==> config.mk <==
export PLATFORM = sky130hd
export DESIGN_NAME = pipeline_hazard_ctrl
export DESIGN_NICKNAME = d
export VERILOG_FILES = /design/src/rtl/pipeline_hazard_ctrl_pkg.sv /design/src/rtl/mem_wait_fsm.sv /design/src/rtl/pipeline_hazard_ctrl.sv
export SDC_FILE = /design/constraint.sdc
export NUM_CORES = 1
export LEC_CHECK = 0
export ABC_AREA = 1
export CAP_MARGIN = 40
export CORE_MARGIN = 5
export CORE_UTILIZATION = 50
export CTS_CLUSTER_SIZE = 28
export DETAILED_ROUTE_END_ITERATION = 10
export DONT_BUFFER_PORTS = 1
export SYNTH_ARGS = -nofsm -noshare
export SYNTH_HDL_FRONTEND = slang
export SYNTH_SLANG_ARGS = --single-unit
==> constraint.sdc <==
create_clock -name Clk -period 4.7 [get_ports Clk]
set_input_delay 0.94 -clock Clk [delete_from_list [all_inputs] [get_ports Clk]]
set_output_delay 0.94 -clock Clk [all_outputs]
set_load 0.005 [all_outputs]
==> src/rtl/pipeline_hazard_ctrl_pkg.sv <==
// Shared definitions for the RV32I pipeline hazard controller: forwarding selects,
// memory wait FSM states and the forwarding priority function.
package pipeline_hazard_ctrl_pkg;

    localparam logic [1:0] FWD_RF = 2'b00;
    localparam logic [1:0] FWD_W  = 2'b01;
    localparam logic [1:0] FWD_M  = 2'b10;

    localparam logic [4:0] REG_X0 = 5'd0;

    typedef enum logic [1:0] {
        StIdle  = 2'b00,
        StWait  = 2'b01,
        StError = 2'b10
    } mem_state_e;

    // M-stage result is younger than W-stage result, so it wins.
    function automatic logic [1:0] fwd_sel(
        input logic [4:0] rs,
        input logic [4:0] rd_m,
        input logic       reg_write_m,
        input logic [4:0] rd_w,
        input logic       reg_write_w
    );
        if (reg_write_m && (rd_m != REG_X0) && (rd_m == rs)) begin
            return FWD_M;
        end else if (reg_write_w && (rd_w != REG_X0) && (rd_w == rs)) begin
            return FWD_W;
        end
        return FWD_RF;
    endfunction

endpackage

==> src/rtl/mem_wait_fsm.sv <==
// Wait-state tracker for the multi-cycle data memory: raises ms while an M-stage
// access is outstanding and latches a sticky mem_error when the access times out.
module mem_wait_fsm
    import pipeline_hazard_ctrl_pkg::*;
#(
    parameter int unsigned MEM_TIMEOUT = 16
) (
    input  logic Clk,
    input  logic Reset,
    input  logic mem_req_m,
    input  logic mem_ready,
    output logic ms,
    output logic mem_error
);

    localparam int unsigned WCNT_W = $clog2(MEM_TIMEOUT);
    localparam logic [WCNT_W-1:0] WAIT_LAST = WCNT_W'(MEM_TIMEOUT - 1);

    mem_state_e        state_q;
    logic [WCNT_W-1:0] wcnt_q;

    // Mealy stall: the request cycle itself must already hold the pipeline.
    always_comb begin
        ms = 1'b0;
        if (state_q == StWait) begin
            ms = !mem_ready && (wcnt_q != WAIT_LAST);
        end else begin
            ms = mem_req_m && !mem_ready;
        end
    end

    always_ff @(posedge Clk) begin
        if (Reset) begin
            state_q   <= StIdle;
            wcnt_q    <= '0;
            mem_error <= 1'b0;
        end else begin
            case (state_q)
                StWait: begin
                    if (mem_ready) begin
                        state_q <= StIdle;
                    end else if (wcnt_q == WAIT_LAST) begin
                        state_q   <= StError;
                        mem_error <= 1'b1;
                    end else begin
                        wcnt_q <= wcnt_q + 1'b1;
                    end
                end
                default: begin
                    if (mem_req_m && !mem_ready) begin
                        state_q <= StWait;
                        wcnt_q  <= '0;
                    end
                end
            endcase
        end
    end

endmodule

==> src/rtl/pipeline_hazard_ctrl.sv <==
// Hazard and sequencing controller for the 5-stage RV32I pipeline: forwarding,
// load-use stalls, branch flushes, memory wait stalls and performance counters.
module pipeline_hazard_ctrl
    import pipeline_hazard_ctrl_pkg::*;
#(
    parameter int unsigned MEM_TIMEOUT = 16,
    parameter int unsigned CNT_W       = 32
) (
    input  logic             Clk,
    input  logic             Reset,
    input  logic [4:0]       rs1_d,
    input  logic [4:0]       rs2_d,
    input  logic [4:0]       rs1_e,
    input  logic [4:0]       rs2_e,
    input  logic [4:0]       rd_e,
    input  logic             load_e,
    input  logic             pc_src_e,
    input  logic [4:0]       rd_m,
    input  logic             reg_write_m,
    input  logic             mem_req_m,
    input  logic             mem_ready,
    input  logic [4:0]       rd_w,
    input  logic             reg_write_w,
    output logic [1:0]       forward_a_e,
    output logic [1:0]       forward_b_e,
    output logic             stall_f,
    output logic             stall_d,
    output logic             stall_e,
    output logic             stall_m,
    output logic             flush_d,
    output logic             flush_e,
    output logic             flush_w,
    output logic             mem_error,
    output logic [CNT_W-1:0] stall_cycles,
    output logic [CNT_W-1:0] flush_events
);

    logic ms;
    logic lu;

    mem_wait_fsm #(
        .MEM_TIMEOUT(MEM_TIMEOUT)
    ) u_mem_wait_fsm (
        .Clk      (Clk),
        .Reset    (Reset),
        .mem_req_m(mem_req_m),
        .mem_ready(mem_ready),
        .ms       (ms),
        .mem_error(mem_error)
    );

    assign lu = load_e && (rd_e != REG_X0) && ((rd_e == rs1_d) || (rd_e == rs2_d));

    // A memory stall holds D and E, so branch/load-use flushes wait for ms to drop.
    always_comb begin
        forward_a_e = FWD_RF;
        forward_b_e = FWD_RF;
        stall_f     = 1'b0;
        stall_d     = 1'b0;
        stall_e     = 1'b0;
        stall_m     = 1'b0;
        flush_d     = 1'b0;
        flush_e     = 1'b0;
        flush_w     = 1'b0;
        if (!Reset) begin
            forward_a_e = fwd_sel(rs1_e, rd_m, reg_write_m, rd_w, reg_write_w);
            forward_b_e = fwd_sel(rs2_e, rd_m, reg_write_m, rd_w, reg_write_w);
            stall_f     = ms | lu;
            stall_d     = ms | lu;
            stall_e     = ms;
            stall_m     = ms;
            flush_w     = ms;
            flush_e     = !ms & (lu | pc_src_e);
            flush_d     = !ms & pc_src_e;
        end
    end

    always_ff @(posedge Clk) begin
        if (Reset) begin
            stall_cycles <= '0;
            flush_events <= '0;
        end else begin
            stall_cycles <= stall_cycles + CNT_W'(stall_f);
            flush_events <= flush_events + CNT_W'(flush_d);
        end
    end

endmodule

==> results.json, run 1 <==
{
  "gp_congestion": 0.961,
  "hold_path_depth": 2,
  "grt_pass1_vias": 4009,
  "r2r_cells": 16,
  "netlist_instances": 691,
  "crit_chain": "ha_1, nand3_1, nand3_1, nand2_1, nor2_1, nand2_1, inv_1, ha_1, ha_1, nand2_1, nor2_4, nand2_2, nor2_4, nand2_1, o21ai_1, nor2_1",
  "rrSetupSlack_ps": 1950,
  "track_usage_pct": 22.0,
  "first_pass_iters": 4,
  "crit_type": "reg -> reg",
  "min_delay_worst_endpoint": "u_mem_wait_fsm.state_q[0]",
  "r2r-end": "flush_events[14]",
  "max_slew_margin_pct": 74.8,
  "syn_area_um2": 4310,
  "setup_viol": 0,
  "timing.rr.start": "u_mem_wait_fsm.wcnt_q[0]",
  "ys_seq_area_share_pct": 33.0,
  "status": "completed",
  "clock_skew_ps": 13.3,
  "worst_slew_pin_slew_ps": 378,
  "vdd_drop_max_mv": 0.105,
  "core_area_um2": 8300,
  "diodes": 0,
  "worst-path-buf-inv": 1,
  "cpMaxStageDelayCell": "dfxtp_1",
  "post_cts_resized": 0,
  "worstSetupStartpoint": "u_mem_wait_fsm.wcnt_q[0]",
  "drcViolationCount": 0,
  "drtAntennaViolNets": 0,
  "clockBufferDepth": 2,
  "wl_um": 11200,
  "cts_buffers": 9,
  "placed_area_um2": 4390,
  "max_freq_ghz": 0.364,
  "area_growth_pct": 6.24,
  "vias": 4124,
  "cts_setup_buffers": 0,
  "syn_area_per_cell_um2": 6.23,
  "die_h_um": 103,
  "crit_path_frequent_cell": "nand2_1",
  "fin_tns_setup_ps": 0,
  "antenna_found_initial": 0,
  "die_w_um": 103,
  "final_cells": 802,
  "grt_max_degree": 46,
  "drt_iter0_drc": 152,
  "power_density_nw_per_um2": 248,
  "numClockSinks": 71,
  "cpLargestDelayFamily": "simple AND/OR/NAND/NOR gates",
  "nNetsFinal": 741,
  "crit_required_ps": 4950,
  "min_path_type": "reg -> reg",
  "startpoint_type": "flop",
  "power.leakage_uw": 0.00156,
  "io_pins": 119,
  "hold_buffers": 0,
  "start_util_pct": 51.9,
  "drv_slew": 0,
  "final_area_um2": 4580,
  "rsz0062_at_grt": "no",
  "hp-start": "u_mem_wait_fsm.state_q[0]",
  "period_share_pct": 58.5,
  "ctsRootBufferMaster": "clkbuf_8",
  "worstPathMaxFanout": 7,
  "io_buffers": 0,
  "hold_viol_final": 0,
  "endpoint_kind": "flop",
  "path_clk_slew_ps": 90,
  "cap_viol_max_count": 0,
  "max_stage_delay_ps": 360,
  "vias_per_cell": 5.14,
  "cts_tree": "built",
  "syn_nets": 740,
  "grt_first_pass_wirelength_um": 18400,
  "h-tree-depth": 3,
  "dpl.hpwl_um": 8840,
  "yosysUniqueCellTypes": 28,
  "dieArea_um2": 10600,
  "arrival_ps": 3000,
  "final_layout_size_suffix_gt1_share_pct": 5.60,
  "clock_latency_ps": 350,
  "ys_warn_count": 0,
  "post_drt_wl_per_cell_um": 14.0,
  "place_inst": 786,
  "rows": 33,
  "synth-seq-cells": 71,
  "period_minus_slack_ps": 2750,
  "gr-total-overflow": 0
}
==> sequential cells by signal (all words and copies together), names as in the netlist <==
| register | count |
|---|---|
| u_mem_wait_fsm.wcnt_q | 4 |
| u_mem_wait_fsm.state_q | 2 |
| u_mem_wait_fsm.mem_error | 1 |
| stall_cycles | 32 |
| flush_events | 32 |
==> worst reg2reg max path: cells and delay by family, from the launching register on <==
kind / cells / cell delay [ps]
and+or+nand+nor: 11 / 1470
buffers and inverters: 1 / 110
DFF: 1 / 360
AOI/OAI and AO/OA: 1 / 120
adders and majority gates: 3 / 600
==> per-layer routing <==
| metal | GRT usage (%) | vias to the layer above | part of all wire (%) |
|---|---|---|---|
| li1 | - | 2170 | - |
| met1 | 25.1 | 1814 | 41 |
| met2 | 38.6 | 123 | 49 |
| met3 | 6.83 | 17 | 8.3 |
| met4 | 7.97 | 0 | 1.9 |
| met5 | 0 | - | 0 |
==> worst max path at each step <==
stage	endpoint	slack, ps	depth (start not counted)
floorplan	stall_cycles[12]	1880	12
global placement	flush_events[14]	1670	15
detailed placement	flush_events[14]	1580	15
CTS	flush_events[14]	1940	16
global route	flush_events[14]	1570	16
finish	flush_events[14]	1950	16
==> cell usage after synthesis, drive strengths merged <==
master	number	share of area, %
a21oi	48	5.6
a31oi	1	0.15
and2	3	0.44
buf	5	0.70
clkbuf	6	0.52
clkinv	1	0.087
dfxtp	71	33
ha	6	1.7
inv	60	5.2
nand2	219	19
nand3	32	3.8
nand3b	18	3.2
nand4	5	0.73
nor2	158	16
nor3	6	0.70
o21a	2	0.35
o21ai	17	2.0
or2	2	0.29
xnor2	21	4.3
xor2	10	2.0
==> logic make-up (layout without fill, tap and decap cells) <==
group	after synthesis	count (layout)	synth area share, %
xor+xnor	31	31	6.30
compound gates	68	68	8.05
flops	71	71	33.0
fa+ha+maj	6	6	1.74
simple gates	443	443	44.4
buf+inv	72	78	6.53
==> cell type report <==
| cell class | count | area (µm²) |
|---|---|---|
| Clock buffer | 10 | 138 |
| Clock inverter | 6 | 45.0 |
| Fill cell | 865 | 3720 |
| Inverter | 61 | 229 |
| Multi-Input combinational cell | 548 | 2610 |
| Sequential cell | 71 | 1420 |
| Tap cell | 105 | 131 |
| Timing Repair Buffer | 1 | 7.51 |
==> power by group <==
part | switching [µW] | internal, µW | total (µW) | leakage, µW
Clock | 253 | 208 | 461 | 0.0000849
Sequential | 3.23 | 604 | 607 | 0.000572
Combinational | 36.3 | 29.0 | 65.3 | 0.000899
==> per-stage QoR <==
| stage | setup WS (ps) | hold slack (ps) | util, % | power, µW |
|---|---|---|---|---|
| detailed placement | 1580 | 468 | 52.9 | 688 |
| finish | 1950 | 475 | 55.1 | 1130 |
| global route | 1570 | 499 | 55.1 | 1190 |
| CTS | 1940 | 480 | 55.1 | 1150 |
| global placement | 1670 | 461 | 52.9 | 686 |
| floorplan | 1880 | 447 | - | 683 |
==> cell usage in the layout (no fill, tap or decap), types with 9 or more instances in the layout <==
cell type,netlist,layout
dfxtp_1,71,71
nand2_1,214,214
nand3_1,31,31
clkbuf_8,0,10
nor2_4,9,9
o21ai_0,15,15
inv_1,60,60
xnor2_1,21,21
nor2_1,143,143
a21oi_1,48,48
xor2_1,10,10
nand3b_1,17,17
Note: power is estimated with default switching activity, not from simulation.
==> run 2: changes to the inputs <==
clock period = 2.84 ns   (was 4.7 ns; I/O delays follow)
==> results.json, run 2 (same netlist as run 1, synthesis figures left out) <==
{
  "status": "completed",
  "clock_latency_ps": 350,
  "hold_buffers": 0,
  "io_buffers": 0,
  "cap_viol_max_count": 0,
  "die_w_um": 103,
  "wl_um": 11200,
  "die_h_um": 103,
  "rrSetupSlack_ps": 240,
  "rows": 33,
  "max_slew_margin_pct": 73.1,
  "crit_path_frequent_cell": "nand2_1",
  "path_clk_slew_ps": 90,
  "final_cells": 809,
  "min_path_type": "in -> reg",
  "final_cell_mix": "214 x nand2_1, 142 x nor2_1, 71 x dfxtp_1",
  "cpMaxStageDelayCell": "dfxtp_1",
  "cts_tree": "built",
  "layout.cells.most_common": "nand2_1",
  "diodes": 0,
  "timing.rr.start": "u_mem_wait_fsm.wcnt_q[1]",
  "numClockSinks": 71,
  "arrival_ps": 2850,
  "drtAntennaViolNets": 0,
  "hold_path_depth": 1,
  "rsz0062_at_grt": "no",
  "h-tree-depth": 3,
  "min_delay_worst_endpoint": "flush_events[29]",
  "power.leakage_uw": 0.00159,
  "crit_type": "reg -> reg",
  "dieArea_um2": 10600,
  "crit_chain": "ha_1, nand3_1, nand3_1, nand2_1, nor2_2, nand2_1, inv_1, ha_2, ha_1, nand2_1, nor2_4, nand2_2, nor2_4, nand2_1, o21ai_1, nor2_1",
  "r2r-end": "flush_events[14]",
  "setup_viol": 0,
  "start_util_pct": 51.9,
  "endpoint_kind": "flop",
  "period_share_pct": 91.5,
  "place_inst": 789,
  "worst_slew_pin_slew_ps": 402,
  "vdd_drop_max_mv": 0.223,
  "final_area_um2": 4650,
  "track_usage_pct": 22.0,
  "post_drt_wl_per_cell_um": 13.9,
  "drt_iter0_drc": 203,
  "crit_required_ps": 3090,
  "grt_pass1_vias": 4090,
  "grt_first_pass_wirelength_um": 18500,
  "max_freq_ghz": 0.385,
  "vias": 4199,
  "gr-total-overflow": 0,
  "ctsRootBufferMaster": "clkbuf_8",
  "worstPathMaxFanout": 7,
  "io_pins": 119,
  "drv_slew": 0,
  "hold_viol_final": 0,
  "startpoint_type": "flop",
  "cts_buffers": 9,
  "vias_per_cell": 5.19,
  "dpl.hpwl_um": 8870,
  "first_pass_iters": 5,
  "power_density_nw_per_um2": 417,
  "holdWs_ps": 279,
  "gp_congestion": 0.937,
  "hp-start": "Reset",
  "detailedPlace.worstSlack_ps": 184,
  "max_stage_delay_ps": 370,
  "drcViolationCount": 0,
  "core_area_um2": 8300,
  "period_minus_slack_ps": 2600,
  "grt_max_degree": 46,
  "nNetsFinal": 748,
  "final_layout_size_suffix_gt1_share_pct": 6.68,
  "clock_skew_ps": 15.7,
  "placed_area_um2": 4420,
  "fin_tns_setup_ps": 0,
  "antenna_found_initial": 0,
  "setup_ws_ps": 241,
  "r2r_cells": 16,
  "area_growth_pct": 8.05,
  "clockBufferDepth": 2,
  "top_regs": "flush_events (32), stall_cycles (32), u_mem_wait_fsm.wcnt_q (4)"
}
## run 2: cell types whose count changed in the layout (fill, tap and decap cells not counted), sizes merged
cell	change
clkinv	-1
buf	+7
bufinv	+1
## run 2: stage by stage
step	total power (µW)	util, %
after detailed placement	1140	53.2
after global routing	2030	56.1
after global placement	1140	53.2
after CTS	1970	55.6
after floorplan	1130	-
final	1940	56.1
## run 2: how the worst max path moves through the flow
| stage | slack, ps | end | cells after the start | start |
|---|---|---|---|---|
| 6_report | 240 | flush_events[14] | 16 | u_mem_wait_fsm.wcnt_q[1] |
| 5_1_grt | 2 | flush_events[14] | 16 | u_mem_wait_fsm.wcnt_q[1] |
| 4_1_cts | 200 | flush_events[14] | 16 | u_mem_wait_fsm.wcnt_q[1] |
| 3_5_place_dp | 180 | flush_events[14] | 16 | u_mem_wait_fsm.wcnt_q[1] |
| 3_3_place_gp | 260 | flush_events[14] | 15 | mem_ready |
| 2_1_floorplan | 390 | stall_cycles[12] | 12 | Reset |
## run 2: timing repair
item,in CTS,in global routing
buffers inserted,0,4
resized for setup,0,3
endpoints found under the setup margin,0,4
## run 2: per-layer routing
layer / track usage, % / vias up / wire length [µm]
li1: - / 2183 / -
met1: 25.4 / 1887 / 4610
met2: 38.5 / 115 / 5590
met3: 5.55 / 14 / 856
met4: 9.26 / 0 / 181
met5: 0 / - / 0
## run 2: cell type report
cell class	count	area, µm²
clock buffers	10	128
clock inverters	6	70.1
well taps	105	131
repair buffers	8	60.1
multi-input cells	548	2620
flip-flops and latches	71	1420
fillers	849	3640
inverters	61	229
## run 2: power breakdown
part,internal (µW),switching [µW]
Clock,410,411
Combinational,52.2,61.7
Sequential,1000,5.61
## run 2: critical path: cells and delay by family (launching register included)
| family | cells | cell delay [ps] |
|---|---|---|
| adder cells (fa/ha/maj) | 3 | 600 |
| AND/OR/NAND/NOR | 11 | 1310 |
| AO/OA/AOI/OAI | 1 | 120 |
| buffers and inverters | 1 | 110 |
| flip-flops | 1 | 370 |
==> run 3: changes to the inputs <==
CTS_CLUSTER_DIAMETER = 100   (was not set)
==> results of run 3 <==
No change in the layout: final DEF, timing and power equal those of run 2.
